--- src/rtl/tie_ipq_consumer.sv ---
// ---------------------------------------------------------------------------
// tie_ipq_consumer
//   Consumer end of a TIE input-queue (IPQ) interface. Takes the place of the
//   popping core when a queue model is co-simulated without it. On start it
//   pops num_words words at a throttled rate and checks each one against an
//   incrementing pattern that begins at seed. It reports the word count, the
//   error count, the index of the first error, the last word and a done flag.
//
//   Parameters
//     DATA_W      queue word width
//     CNT_W       width of num_words and of the word/error counters
//     GAP_CYCLES  idle cycles inserted after every accepted pop (0 = none)
//
//   Ports
//     CLK             clock, all logic on the rising edge
//     BReset          asynchronous active-high reset
//     start           1-cycle pulse, begins a run from IDLE or DONE
//     num_words       words to pop this run, sampled on start (0 = done at once)
//     seed            expected value of the first word, sampled on start
//     TIE_IPQ_PopReq  registered pop request to the queue
//     TIE_IPQ         queue head data, valid while TIE_IPQ_Empty is low
//     TIE_IPQ_Empty   queue empty
//     busy            run in progress (RUN or GAP)
//     done            run complete, held until the next start
//     word_count      words accepted this run
//     err_count       mismatching words this run, saturating
//     first_err_idx   index of the first mismatch, all-ones if none
//     last_data       most recently accepted word
//     checksum        running sum of accepted words (only with the macro below)
//
//   Build option
//     TIE_IPQ_CONSUMER_CHECKSUM_EN  adds the checksum output and its adder.
// ---------------------------------------------------------------------------
module tie_ipq_consumer #(
    parameter int DATA_W     = 32,
    parameter int CNT_W      = 16,
    parameter int GAP_CYCLES = 0
) (
    input  logic              CLK,
    input  logic              BReset,
    input  logic              start,
    input  logic [CNT_W-1:0]  num_words,
    input  logic [DATA_W-1:0] seed,
    output logic              TIE_IPQ_PopReq,
    input  logic [DATA_W-1:0] TIE_IPQ,
    input  logic              TIE_IPQ_Empty,
    output logic              busy,
    output logic              done,
    output logic [CNT_W-1:0]  word_count,
    output logic [CNT_W-1:0]  err_count,
    output logic [CNT_W-1:0]  first_err_idx,
    output logic [DATA_W-1:0] last_data
`ifdef TIE_IPQ_CONSUMER_CHECKSUM_EN
    ,
    output logic [DATA_W-1:0] checksum
`endif
);

    // Gap counter runs 0 .. GAP_CYCLES-1 while in GAP.
    localparam int GAP_W = (GAP_CYCLES > 1) ? $clog2(GAP_CYCLES) : 1;

    typedef enum logic [1:0] {
        IDLE = 2'd0,
        RUN  = 2'd1,
        GAP  = 2'd2,
        DONE = 2'd3
    } state_t;

    state_t            state_reg;
    state_t            state_next;
    logic              pop_req_reg;
    logic [CNT_W-1:0]  remaining_reg;
    logic [DATA_W-1:0] expected_reg;
    logic [GAP_W-1:0]  gap_cnt_reg;
    logic [CNT_W-1:0]  word_count_reg;
    logic [CNT_W-1:0]  err_count_reg;
    logic [CNT_W-1:0]  first_err_reg;
    logic [DATA_W-1:0] last_data_reg;

    logic accept;
    logic start_take;
    logic mismatch;
    logic gap_last;

    // pop_req_reg is high exactly when state_reg is RUN, so accept can only
    // occur in RUN and can never coincide with a taken start.
    assign accept     = pop_req_reg & ~TIE_IPQ_Empty;
    assign start_take = start & ((state_reg == IDLE) | (state_reg == DONE));
    assign mismatch   = accept & (TIE_IPQ != expected_reg);
    assign gap_last   = (gap_cnt_reg == GAP_W'(GAP_CYCLES - 1));

    always_comb begin
        state_next = state_reg;
        case (state_reg)
            IDLE, DONE: begin
                if (start) begin
                    state_next = (num_words == '0) ? DONE : RUN;
                end
            end
            RUN: begin
                if (accept) begin
                    if (remaining_reg == CNT_W'(1)) begin
                        state_next = DONE;
                    end else if (GAP_CYCLES > 0) begin
                        state_next = GAP;
                    end else begin
                        state_next = RUN;
                    end
                end
            end
            GAP: begin
                if (gap_last) begin
                    state_next = RUN;
                end
            end
            default: state_next = IDLE;
        endcase
    end

    always_ff @(posedge CLK or posedge BReset) begin
        if (BReset) begin
            state_reg      <= IDLE;
            pop_req_reg    <= 1'b0;
            remaining_reg  <= '0;
            expected_reg   <= '0;
            gap_cnt_reg    <= '0;
            word_count_reg <= '0;
            err_count_reg  <= '0;
            first_err_reg  <= '1;
            last_data_reg  <= '0;
        end else begin
            state_reg   <= state_next;
            // Registered request: rises the cycle RUN is entered and drops
            // the cycle after the final accept.
            pop_req_reg <= (state_next == RUN);

            // Cleared everywhere outside GAP so every gap starts from zero.
            if (state_reg == GAP) begin
                gap_cnt_reg <= gap_cnt_reg + GAP_W'(1);
            end else begin
                gap_cnt_reg <= '0;
            end

            if (start_take) begin
                remaining_reg  <= num_words;
                expected_reg   <= seed;
                word_count_reg <= '0;
                err_count_reg  <= '0;
                first_err_reg  <= '1;
            end else if (accept) begin
                remaining_reg  <= remaining_reg - CNT_W'(1);
                expected_reg   <= expected_reg + DATA_W'(1);
                word_count_reg <= word_count_reg + CNT_W'(1);
                last_data_reg  <= TIE_IPQ;
                if (mismatch) begin
                    if (err_count_reg != '1) begin
                        err_count_reg <= err_count_reg + CNT_W'(1);
                    end
                    // err_count is still zero only before the first mismatch.
                    if (err_count_reg == '0) begin
                        first_err_reg <= word_count_reg;
                    end
                end
            end
        end
    end

`ifdef TIE_IPQ_CONSUMER_CHECKSUM_EN
    logic [DATA_W-1:0] checksum_reg;

    always_ff @(posedge CLK or posedge BReset) begin
        if (BReset) begin
            checksum_reg <= '0;
        end else if (start_take) begin
            checksum_reg <= '0;
        end else if (accept) begin
            checksum_reg <= checksum_reg + TIE_IPQ;
        end
    end

    assign checksum = checksum_reg;
`endif

    assign TIE_IPQ_PopReq = pop_req_reg;
    assign busy           = (state_reg == RUN) | (state_reg == GAP);
    assign done           = (state_reg == DONE);
    assign word_count     = word_count_reg;
    assign err_count      = err_count_reg;
    assign first_err_idx  = first_err_reg;
    assign last_data      = last_data_reg;

endmodule

--- config.mk ---
export PLATFORM = sky130hd
export DESIGN_NAME = tie_ipq_consumer
export DESIGN_NICKNAME = d
export VERILOG_FILES = /design/src/rtl/tie_ipq_consumer.sv
export SDC_FILE = /design/constraint.sdc
export NUM_CORES = 1
export LEC_CHECK = 0
export ABC_CLOCK_PERIOD_IN_PS = 7900
export CAP_MARGIN = 25
export CELL_PAD_IN_SITES_DETAIL_PLACEMENT = 0
export CELL_PAD_IN_SITES_GLOBAL_PLACEMENT = 1
export CORE_MARGIN = 5
export CORE_UTILIZATION = 41
export CTS_BUF_LIST = sky130_fd_sc_hd__clkbuf_8 sky130_fd_sc_hd__clkbuf_16
export CTS_CLUSTER_DIAMETER = 100
export DETAILED_ROUTE_END_ITERATION = 12
export HOLD_SLACK_MARGIN = 0.08
export PLACE_DENSITY_LB_ADDON = 0.1
export SYNTH_ARGS = -nofsm -noshare
export SYNTH_HDL_FRONTEND = slang
export SYNTH_SLANG_ARGS = --single-unit
--- constraint.sdc ---
create_clock -name CLK -period 7.9 [get_ports CLK]
set_input_delay 1.58 -clock CLK [delete_from_list [all_inputs] [get_ports CLK]]
set_output_delay 1.58 -clock CLK [all_outputs]
set_load 0.02 [all_outputs]
==> results.json <==
{
  "synth_fa_ha_area_share_pct": 1.65,
  "core-area_mm2": 0.0164,
  "synth_top_family_by_area": "simple AND/OR/NAND/NOR gates",
  "postRouteAntennaNets": 0,
  "post-route-period-util_pct": 50.9,
  "die_area_mm2": 0.0193,
  "cp.required_ns": 8.24,
  "gp_congestion": 0.833,
  "min_path_type": "flip-flop to flip-flop",
  "fmax_mhz": 249,
  "clkTransAtPathRegs_ns": 0.06,
  "rows": 47,
  "holdBufCountCts": 0,
  "start_util_pct": 41.5,
  "worstSetupPathType": "input port to flip-flop",
  "cap_violations": 0,
  "place_area_mm2": 0.00867,
  "overflow": 0,
  "wl_per_cell_um": 17.0,
  "p_leak_nw": 3.72,
  "synth_edf_count": 0,
  "clock_sinks": 132,
  "drc": 0,
  "period_minus_slack_ns": 4.02,
  "yosysSeqAreaShare_pct": 48.8,
  "synth_seq_cells": 132,
  "multi_input_comb_area_mm2": 0.00332,
  "cp-start-kind": "input port",
  "synth_compound_area_share_pct": 7.33,
  "io_pins": 167,
  "cts_buffers": 17,
  "ir_drop_v": 0.000197,
  "layout_common_cells": "clkdlybuf4s50_1 (166), dfrtp_1 (116), nand2_1 (78)",
  "firstDrtPassIters": 4,
  "power_density_mw_per_mm2": 349,
  "htreeDepth": 4,
  "synthArstFlopShare_pct": 100,
  "port_buffers": 166,
  "detail_route.vias_per_cell": 5.25,
  "syn_area_per_cell_um2": 9.90,
  "nets": 942,
  "drtIter0Drc": 320,
  "seq_area_mm2": 0.00332,
  "hpwlAfterDp_um": 13300,
  "grt_pass1_vias": 5792,
  "utilization_pct": 56.7,
  "finalHoldViolCount": 0,
  "yosys_warnings": 0,
  "syn_nets": 781,
  "cts_resized": 0,
  "cts_setup_buffers": 0,
  "gr-usage-all-layers_pct": 19.4,
  "cts_root_buffer": "clkbuf_16",
  "die_x_um": 139,
  "tightest_slew_ns": 1.03,
  "maxSlewHeadroom_pct": 30.9,
  "fillers": 1443,
  "layout_commonest_cell": "clkdlybuf4s50_1",
  "setup_viol": 0,
  "rsz0062_at_grt": "false",
  "drt_wl_total_um": 18400,
  "cts_tree": "done",
  "synth_xor_area_share_pct": 11.5,
  "drive_above_1_share_pct": 10.7,
  "synthSimpleGateAreaFrac_pct": 20.1,
  "status": "completed",
  "grt_pass1_wl_um": 30400,
  "slew_violations": 0,
  "syn_inst": 688,
  "synth.mux.area_fraction_pct": 7.94,
  "clk_latency_ns": 0.42,
  "cp_max_fo": 17,
  "fin_worst_skew_ns": 0.00882,
  "final_area_mm2": 0.00931,
  "antenna_found_initial": 0,
  "tns_ns": 0,
  "grt_max_degree": 93,
  "clockBufferDepth": 2,
  "cp-end-kind": "flip-flop",
  "crit_arrival_ns": 4.36,
  "vias": 5681,
  "netlist_area_mm2": 0.00681,
  "ys_types": 43,
  "ys.flop_type": "dfrtp_1",
  "syn_to_final_growth_pct": 36.8,
  "die_height_um": 139,
  "antenna_cells": 0
}
==> worst max-delay path, cell delays in order <==
cell and delay [ns]:
clkdlybuf4s50_1 0.45, xnor2_1 0.26, nand4_1 0.11, nor4_1 0.75
and2_1 0.54, or4_4 0.40, mux2i_1 0.25
==> per-layer routing <==
metal	wire length, µm	global-route usage [%]	vias to the layer above
met1	8050	25.0	2763
met2	9010	31.7	161
met5	0	0	-
met4	311	6.69	0
met3	1070	4.97	24
li1	-	-	2733
==> power breakdown <==
group	leakage, nW	internal [mW]	total [mW]	switching, mW
Sequential	1.62	0.972	1.22	0.248
Combinational	1.79	0.610	1.21	0.601
Clock	0.307	0.509	0.819	0.310
Total	3.72	2.09	3.25	1.16
==> path summary, 6_finish.rpt <==
check	start	end	slack [ns]	cells after the start
max in group asynchronous	BReset	first_err_idx[15]$_DFFE_PP1P_	5.29	4
min in group asynchronous	BReset	last_data[31]$_DFFE_PP0P_	1.59	2
hold / removal	gap_cnt_reg$_DFF_PP0_	gap_cnt_reg$_DFF_PP0_	0.45	1
hold reg to reg	gap_cnt_reg$_DFF_PP0_	gap_cnt_reg$_DFF_PP0_	0.45	1
setup reg to reg	state_reg[0]$_DFF_PP0_	TIE_IPQ_PopReq$_DFF_PP0_	5.05	9
setup / recovery	TIE_IPQ[16]	first_err_idx[0]$_DFFE_PP1P_	3.88	7
==> cell type report <==
class,count,area share (%)
clock buffer,18,4.72
sequential,132,35.7
clock inverter,14,1.91
inverter,12,0.538
multi-input combinational,514,35.6
tap,220,2.96
timing repair buffer,172,18.5
==> logic make-up (layout without fill, tap and decap cells) <==
| group | Yosys count | count (layout) |
|---|---|---|
| AND/OR/NAND/NOR | 276 | 276 |
| flip-flops | 132 | 132 |
| AO/OA/AOI/OAI | 90 | 90 |
| XOR/XNOR | 89 | 89 |
| multiplexers | 50 | 50 |
| buffers and inverters | 42 | 216 |
| adder cells (fa/ha/maj) | 9 | 9 |
==> synthesized netlist by cell type (2+ instances only) <==
| cell type | count | share of area, % |
|---|---|---|
| ha_1 | 9 | 1.7 |
| nor2_1 | 67 | 3.7 |
| xnor2_1 | 48 | 6.2 |
| or3_1 | 12 | 1.1 |
| buf_2 | 3 | 0.22 |
| a211oi_1 | 2 | 0.22 |
| nand4b_1 | 3 | 0.39 |
| o21ai_0 | 47 | 3.5 |
| and3_1 | 14 | 1.3 |
| o31ai_1 | 6 | 0.66 |
| nand4_1 | 30 | 2.8 |
| nor2b_1 | 4 | 0.37 |
| nand2_1 | 78 | 4.3 |
| a31oi_1 | 3 | 0.28 |
| xor2_1 | 41 | 5.3 |
| a21oi_1 | 23 | 1.7 |
| nand2b_1 | 3 | 0.28 |
| nor3_1 | 9 | 0.66 |
| inv_1 | 12 | 0.66 |
| and2_1 | 5 | 0.46 |
| dfrtp_1 | 116 | 43 |
| clkbuf_1 | 22 | 1.2 |
| mux2_2 | 32 | 5.3 |
| buf_6 | 3 | 0.50 |
| dfstp_2 | 16 | 6.2 |
| nor4_1 | 13 | 1.2 |
| and4_1 | 6 | 0.77 |
| o21ai_1 | 2 | 0.15 |
| buf_1 | 2 | 0.11 |
| mux2i_1 | 18 | 2.6 |
| nand3_1 | 23 | 1.7 |
| or4_1 | 5 | 0.55 |
==> per-stage QoR <==
stage | cells | hold slack (ns) | worst slack, ns | power, mW
6_report | 1082 | 0.455 | 3.88 | 3.25
5_1_grt | 1082 | 0.463 | 3.57 | 3.46
4_1_cts | 1081 | 0.456 | 3.82 | 3.29
3_5_place_dp | 1049 | 0.440 | 3.38 | 2.45
3_3_place_gp | 1049 | 0.434 | 3.51 | 2.42
2_1_floorplan | 688 | 0.415 | 2.82 | 1.93
Note: power is estimated with default switching activity, not from simulation.
